## config.mk

```make
export PLATFORM = sky130hd
export DESIGN_NAME = gpio_tlul_irq
export DESIGN_NICKNAME = d
export VERILOG_FILES = /design/src/rtl/gpio_tlul_irq.sv
export SDC_FILE = /design/constraint.sdc
export NUM_CORES = 1
export LEC_CHECK = 0
export CAP_MARGIN = 15
export CORE_UTILIZATION = 47
export DETAILED_ROUTE_END_ITERATION = 12
export PLACE_DENSITY_LB_ADDON = 0.05
export SYNTH_ARGS = -nofsm -noshare
export SYNTH_HDL_FRONTEND = slang
export SYNTH_SLANG_ARGS = --single-unit
```

## constraint.sdc

```tcl
create_clock -name gpio_clock_i -period 2.9 [get_ports gpio_clock_i]
set_input_delay 0.725 -clock gpio_clock_i [delete_from_list [all_inputs] [get_ports gpio_clock_i]]
set_output_delay 0.725 -clock gpio_clock_i [all_outputs]
set_load 0.005 [all_outputs]
```

## src/rtl/gpio_tlul_irq.sv

```systemverilog
// TL-UL slave GPIO: OUT/OE/SET/CLR registers and a 2-flop input synchronizer.
// Edge interrupts (registers 5-7, irq_o) are built only when GPIO_IRQ_EN is defined.
module gpio_tlul_irq #(
  parameter int WIDTH = 16,
  parameter int TL_RS = 4
) (
  input  logic             gpio_clock_i,
  input  logic             gpio_reset_ni,
  input  logic [2:0]       gpio_a_opcode,
  input  logic [2:0]       gpio_a_param,
  input  logic [3:0]       gpio_a_size,
  input  logic [TL_RS-1:0] gpio_a_source,
  input  logic [4:0]       gpio_a_address,
  input  logic [3:0]       gpio_a_mask,
  input  logic [31:0]      gpio_a_data,
  input  logic             gpio_a_corrupt,
  input  logic             gpio_a_valid,
  output logic             gpio_a_ready,
  output logic [2:0]       gpio_d_opcode,
  output logic [1:0]       gpio_d_param,
  output logic [3:0]       gpio_d_size,
  output logic [TL_RS-1:0] gpio_d_source,
  output logic             gpio_d_denied,
  output logic [31:0]      gpio_d_data,
  output logic             gpio_d_corrupt,
  output logic             gpio_d_valid,
  input  logic             gpio_d_ready,
  output logic [WIDTH-1:0] outputs_o,
  output logic [WIDTH-1:0] oe_o,
  input  logic [WIDTH-1:0] inputs_i,
  output logic             irq_o
);
  localparam logic [2:0] OP_PUT_FULL    = 3'd0;
  localparam logic [2:0] OP_PUT_PARTIAL = 3'd1;
  localparam logic [2:0] OP_GET         = 3'd4;
  localparam logic [2:0] OP_ACK         = 3'd0;
  localparam logic [2:0] OP_ACK_DATA    = 3'd1;

  localparam logic [2:0] REG_OUT      = 3'd0;
  localparam logic [2:0] REG_IN       = 3'd1;
  localparam logic [2:0] REG_OE       = 3'd2;
  localparam logic [2:0] REG_OUT_SET  = 3'd3;
  localparam logic [2:0] REG_OUT_CLR  = 3'd4;
  localparam logic [2:0] REG_IRQ_EN   = 3'd5;
  localparam logic [2:0] REG_IRQ_PEND = 3'd6;
  localparam logic [2:0] REG_IRQ_RISE = 3'd7;

  function automatic logic [31:0] byte_mask(input logic [3:0] m);
    return {{8{m[3]}}, {8{m[2]}}, {8{m[1]}}, {8{m[0]}}};
  endfunction

  function automatic logic [31:0] zext(input logic [WIDTH-1:0] v);
    return 32'(v);
  endfunction

  logic [WIDTH-1:0] out_r, oe_r, in_meta_r, in_sync_r;
  logic             d_valid_r, d_denied_r;
  logic [2:0]       d_opcode_r;
  logic [3:0]       d_size_r;
  logic [TL_RS-1:0] d_source_r;
  logic [31:0]      d_data_r;

  logic             a_ready_s, accept_s, legal_s, is_write_s, is_read_s;
  logic [2:0]       reg_idx_s;
  logic [31:0]      bmask_s, wbits_s, rdata_s;
  logic [WIDTH-1:0] wdata_s, wmask_s, out_nxt_s, oe_nxt_s;
  logic [WIDTH-1:0] irq_en_s, irq_pend_s, irq_rise_s;
  logic             unused_s;

  assign a_ready_s  = !d_valid_r | gpio_d_ready;
  assign accept_s   = gpio_a_valid & a_ready_s;
  assign reg_idx_s  = gpio_a_address[4:2];
  assign legal_s    = (gpio_a_opcode == OP_PUT_FULL) | (gpio_a_opcode == OP_PUT_PARTIAL) |
                      (gpio_a_opcode == OP_GET);
  assign is_write_s = accept_s & ((gpio_a_opcode == OP_PUT_FULL) | (gpio_a_opcode == OP_PUT_PARTIAL));
  assign is_read_s  = accept_s & (gpio_a_opcode == OP_GET);
  assign bmask_s    = byte_mask(gpio_a_mask);
  assign wbits_s    = gpio_a_data & bmask_s;
  assign wdata_s    = wbits_s[WIDTH-1:0];
  assign wmask_s    = bmask_s[WIDTH-1:0];
  assign unused_s   = ^{gpio_a_param, gpio_a_corrupt, gpio_a_address[1:0], wbits_s, bmask_s};

  // Read mux, sampled into the response register at acceptance
  always_comb begin
    rdata_s = 32'd0;
    case (reg_idx_s)
      REG_OUT:      rdata_s = zext(out_r);
      REG_IN:       rdata_s = zext(in_sync_r);
      REG_OE:       rdata_s = zext(oe_r);
      REG_OUT_SET:  rdata_s = 32'd0;
      REG_OUT_CLR:  rdata_s = 32'd0;
      REG_IRQ_EN:   rdata_s = zext(irq_en_s);
      REG_IRQ_PEND: rdata_s = zext(irq_pend_s);
      REG_IRQ_RISE: rdata_s = zext(irq_rise_s);
      default:      rdata_s = 32'd0;
    endcase
  end

  // Next-state of the pin drive and output-enable registers
  always_comb begin
    out_nxt_s = out_r;
    oe_nxt_s  = oe_r;
    if (is_write_s) begin
      case (reg_idx_s)
        REG_OUT:     out_nxt_s = (out_r & ~wmask_s) | wdata_s;
        REG_OE:      oe_nxt_s  = (oe_r & ~wmask_s) | wdata_s;
        REG_OUT_SET: out_nxt_s = out_r | wdata_s;
        REG_OUT_CLR: out_nxt_s = out_r & ~wdata_s;
        default: begin
          out_nxt_s = out_r;
          oe_nxt_s  = oe_r;
        end
      endcase
    end else begin
      out_nxt_s = out_r;
      oe_nxt_s  = oe_r;
    end
  end

  // Core registers, input synchronizer and the single-entry D-channel response
  always_ff @(posedge gpio_clock_i or negedge gpio_reset_ni) begin
    if (!gpio_reset_ni) begin
      out_r      <= {WIDTH{1'b0}};
      oe_r       <= {WIDTH{1'b0}};
      in_meta_r  <= {WIDTH{1'b0}};
      in_sync_r  <= {WIDTH{1'b0}};
      d_valid_r  <= 1'b0;
      d_denied_r <= 1'b0;
      d_opcode_r <= 3'd0;
      d_size_r   <= 4'd0;
      d_source_r <= {TL_RS{1'b0}};
      d_data_r   <= 32'd0;
    end else begin
      out_r     <= out_nxt_s;
      oe_r      <= oe_nxt_s;
      in_meta_r <= inputs_i;
      in_sync_r <= in_meta_r;
      if (accept_s) begin
        d_valid_r  <= 1'b1;
        d_denied_r <= !legal_s;
        d_opcode_r <= is_read_s ? OP_ACK_DATA : OP_ACK;
        d_size_r   <= gpio_a_size;
        d_source_r <= gpio_a_source;
        d_data_r   <= is_read_s ? rdata_s : 32'd0;
      end else if (gpio_d_ready) begin
        d_valid_r  <= 1'b0;
      end else begin
        d_valid_r  <= d_valid_r;
      end
    end
  end

`ifdef GPIO_IRQ_EN
  logic [WIDTH-1:0] irq_en_r, irq_pend_r, irq_rise_r, in_prev_r;
  logic [WIDTH-1:0] edge_s, w1c_s, en_nxt_s, rise_nxt_s;
  logic             irq_r;

  // A fresh edge wins over a same-cycle W1C because it is OR-ed in after the clear
  assign edge_s = (irq_rise_r & in_sync_r & ~in_prev_r) | (~irq_rise_r & ~in_sync_r & in_prev_r);

  // Interrupt register write decode
  always_comb begin
    en_nxt_s   = irq_en_r;
    rise_nxt_s = irq_rise_r;
    w1c_s      = {WIDTH{1'b0}};
    if (is_write_s) begin
      case (reg_idx_s)
        REG_IRQ_EN:   en_nxt_s   = (irq_en_r & ~wmask_s) | wdata_s;
        REG_IRQ_PEND: w1c_s      = wdata_s;
        REG_IRQ_RISE: rise_nxt_s = (irq_rise_r & ~wmask_s) | wdata_s;
        default: begin
          en_nxt_s   = irq_en_r;
          rise_nxt_s = irq_rise_r;
          w1c_s      = {WIDTH{1'b0}};
        end
      endcase
    end else begin
      en_nxt_s   = irq_en_r;
      rise_nxt_s = irq_rise_r;
      w1c_s      = {WIDTH{1'b0}};
    end
  end

  // Interrupt state, edge history and the registered interrupt line
  always_ff @(posedge gpio_clock_i or negedge gpio_reset_ni) begin
    if (!gpio_reset_ni) begin
      irq_en_r   <= {WIDTH{1'b0}};
      irq_pend_r <= {WIDTH{1'b0}};
      irq_rise_r <= {WIDTH{1'b0}};
      in_prev_r  <= {WIDTH{1'b0}};
      irq_r      <= 1'b0;
    end else begin
      irq_en_r   <= en_nxt_s;
      irq_rise_r <= rise_nxt_s;
      irq_pend_r <= (irq_pend_r & ~w1c_s) | edge_s;
      in_prev_r  <= in_sync_r;
      irq_r      <= |(irq_pend_r & irq_en_r);
    end
  end

  assign irq_en_s   = irq_en_r;
  assign irq_pend_s = irq_pend_r;
  assign irq_rise_s = irq_rise_r;
  assign irq_o      = irq_r;
`else
  assign irq_en_s   = {WIDTH{1'b0}};
  assign irq_pend_s = {WIDTH{1'b0}};
  assign irq_rise_s = {WIDTH{1'b0}};
  assign irq_o      = 1'b0;
`endif

  assign gpio_a_ready   = a_ready_s;
  assign gpio_d_valid   = d_valid_r;
  assign gpio_d_opcode  = d_opcode_r;
  assign gpio_d_param   = 2'd0;
  assign gpio_d_size    = d_size_r;
  assign gpio_d_source  = d_source_r;
  assign gpio_d_denied  = d_denied_r;
  assign gpio_d_data    = d_data_r;
  assign gpio_d_corrupt = 1'b0;
  assign outputs_o      = out_r;
  assign oe_o           = oe_r;
endmodule

```

==> results.txt <==
Using the TritonRoute via totals, the vias-per-cell ratio works out to 5.38. The max capacitance violation total is 0. The count of distinct cell types in the synthesized netlist was 40; the area of the placeable core was 7890 µm². In the final timing run, aggregate negative setup slack is 0 ps. In this run, the number of DRC markers left after iteration 0 of detailed routing was 225.

The post-synthesis async set-or-reset flop share came out at 1.00. Type of destination of the critical path: an output pin. The placement row count was 32. Data on the critical path is required at its endpoint by 2170 ps. The run gives 8680 µm² as the die area.

The data arrival time of the worst path came out at 1810 ps. The number of top-level pins is 158. The finished cells cover 5320 µm². For the worst flop-to-flop path, the logic depth is 5.

The maximum clock frequency was 395 MHz; the share of layout cells above drive strength 1 was 0.0955. Wire segments on met3 add up to 606 µm in the final route. Setup repair after global routing left no endpoint under its margin. In this run the tool buffered the top-level ports with 111 buffer cells. The root buffer cell chosen for the clock tree is clkbuf_8. The synthesized design contains 0 enable-type register cells. The tools report the HPWL reported at the end of detailed placement as 6810 µm. For this run, design rule violations remaining after detail routing come to 0. The highest-delay cell along the critical path is clkdlybuf4s50_1. The total routed wire length on the met1 layer is 4220 µm. Hold violation total from the final report: 0. The tools report the clock latency on the worst-skew pair as 350 ps.

The number of nets at the end of the flow was 542. The number of buffer and inverter instances along the worst setup path is 2, and the via count of the first global-routing pass is 2825. The power density over cell area works out to 568 nW/µm². The part of the cycle the worst path needs is 0.873.

Once placement finished, the instance area stood at 5080 µm². TritonCTS built the clock tree. In this run the worst path has a maximum fanout of 2. The tools report the number of max-slew violations in the final report as 0. The met2 wirelength from detailed routing was 4270 µm. The layout-stage area growth over the synthesis result works out to 36.1%. The utilization of the core after routing is 0.674, and the total detailed-routing wirelength is 9220 µm.

Counting stages on the worst path, the most repeated cell is clkdlybuf4s50_1. The slew at the pin with the worst max-slew slack was 736 ps. The highest ir drop seen on vdd was 0.335 mV. STA classifies the critical path startpoint as an input pin. On the critical path the largest part of the delay comes from buffers and inverters. Setup violations remaining at the end of the flow were counted as 0. The run finished with clean final reports. Counting buffers and inverters, the worst setup path is 3 cells deep.

The die is 93.2 µm wide. The area of the mapped netlist came out at 3910 µm². Across all hold checks on the routed design, the worst slack comes to 311 ps. For the headroom to the max-slew limit, the log shows 0.509. The first global-routing pass estimated 14600 µm of wire. The register bit total from synthesis was 91; the post-synthesis area per instance was 11.1 µm². The total power is 3.02 mW, and the total routing usage reported by global routing is 0.222. After clock tree synthesis, the clock-pin slew on the worst setup and hold paths is 90 ps. The logs give 0 for the final antenna-violating net count and 3 for the maximum level of the CTS H-tree.

The logs give 3082 for the count of vias placed by the detailed router and 9.96 ps for the worst clock skew. For this run the aggregate overflow at the end of global routing stands at 0. The tools report the initial antenna violation count as 0. The logs give 2.27 nW for the static power due to leakage and 2 for the deepest clock path buffer count.

The number of resized instances in the post-cts repair step is 0. After technology mapping, the gate count stands at 351. The sequential fraction of the synthesis area is 0.583. The post-CTS setup buffer count is 0, and the count of antenna diodes in the layout is 0. Yosys printed 0 warnings.

Number of detailed-route iterations in the first pass: 5. The signal on the critical path passes through clkdlybuf4s50_1, nand2b_1, clkdlybuf4s50_1. Routability congestion estimate from global placement: 0.817. On the worst path, the slowest cell contributes a delay of 500 ps. The run gives 58 as the largest net degree at the start of global routing. For the worst slack after detailed placement, the log shows 165 ps. The effective utilization at floorplan is 0.495, and the final cell count without fillers is 573. The commonest register cell after synthesis is dfrtp_1.

The clock sink total was 91. Including well taps, the total number of placed cells is 557. Topmost layer with routed signal wires: met4. The height of the die is 93.2 µm. For the slack of the critical path, the log shows 367 ps.

Dividing the detail-routed wire length by the instance count gives 16.1 µm. In this run, CTS created clock tree buffers numbering 9. For this design, the CTS-stage hold fixing added 0 buffers.

The final critical-path required period came out at 2530 ps. The worst min-delay path category is in -> async. Kind of critical path: in -> out.
==> final timing paths <==
check,end,slack (ps),startpoint
min reg2reg,in_sync_r[5],350,in_meta_r[5]
min,gpio_d_size[2],310,gpio_reset_ni
max in group asynchronous,in_meta_r[6],1950,gpio_reset_ni
max,gpio_a_ready,370,gpio_d_ready
max reg2reg,outputs_o[5],1330,gpio_d_valid
min in group gpio_clock_i,in_sync_r[5],350,in_meta_r[5]
==> worst register-to-register path, cell delays in order, from the launching register on <==
cell	delay, ps
dfrtp_1	380
nand2b_1	100
buf_4	160
o2111ai_1	380
o21ai_0	290
o21ai_0	120
==> cell usage after synthesis, types with 2 or more instances <==
cell | number | area share
buf_2 | 7 | 0.0090
nor2b_1 | 15 | 0.024
nor3_1 | 27 | 0.035
buf_4 | 24 | 0.046
nand3_4 | 2 | 0.0090
dfrtp_1 | 91 | 0.58
clkbuf_1 | 10 | 0.0096
a32oi_1 | 2 | 0.0045
o22ai_1 | 3 | 0.0048
mux2_1 | 16 | 0.046
nor2_1 | 17 | 0.016
nand2b_1 | 2 | 0.0032
a2bb2oi_1 | 8 | 0.018
mux2_2 | 8 | 0.023
a22o_1 | 2 | 0.0045
o21ai_1 | 22 | 0.028
o21ai_0 | 25 | 0.032
a22oi_1 | 13 | 0.025
nor3b_1 | 2 | 0.0038
nand2_1 | 21 | 0.020
a21oi_1 | 15 | 0.019
==> routing by layer <==
metal / GRT usage / vias up
li1: - / 1434
met1: 0.326 / 1483
met2: 0.336 / 154
met3: 0.0309 / 11
met4: 0.0846 / 0
met5: 0 / -
==> layout make-up <==
cell class              instances  area, µm²
fillers                       594       2570
flip-flops and latches         91       2280
multi-input cells             239       1450
repair buffers                124       1220
clock buffers                  13        169
well taps                     102        128
clock inverters                 3       68.8
inverters                       1       3.75
==> logic make-up (layout without fill, tap and decap cells) <==
family	count (synthesis)	count (layout)	synth area share
AO/OA/AOI/OAI	95	95	0.148
buffers and inverters	42	141	0.0656
flip-flops	91	91	0.583
multiplexers	24	24	0.0692
other	1	22	0.000960
AND/OR/NAND/NOR	98	98	0.133
==> layout by cell type (no fill, tap or decap), types with 3 or more instances in the layout <==
cell type | netlist | routed
a2bb2oi_1 | 8 | 8
dfrtp_1 | 91 | 91
o21ai_1 | 22 | 22
conb_1 | 1 | 22
buf_4 | 24 | 13
a22oi_1 | 13 | 13
nor2b_1 | 15 | 15
o22ai_1 | 3 | 3
o21ai_0 | 25 | 25
nor3_1 | 27 | 27
mux2_2 | 8 | 8
clkdlybuf4s50_1 | 0 | 110
a21oi_1 | 15 | 15
clkbuf_8 | 0 | 12
mux2_1 | 16 | 16
nor2_1 | 17 | 17
nand2_1 | 21 | 21
==> where the power goes <==
| group | switching (mW) | leakage (nW) | internal [mW] |
|---|---|---|---|
| clock | 0.417 | 0.120 | 0.558 |
| combinational | 0.230 | 1.00 | 0.337 |
| sequential | 0.0899 | 1.15 | 1.39 |
Power figures use the tool's default switching activity.
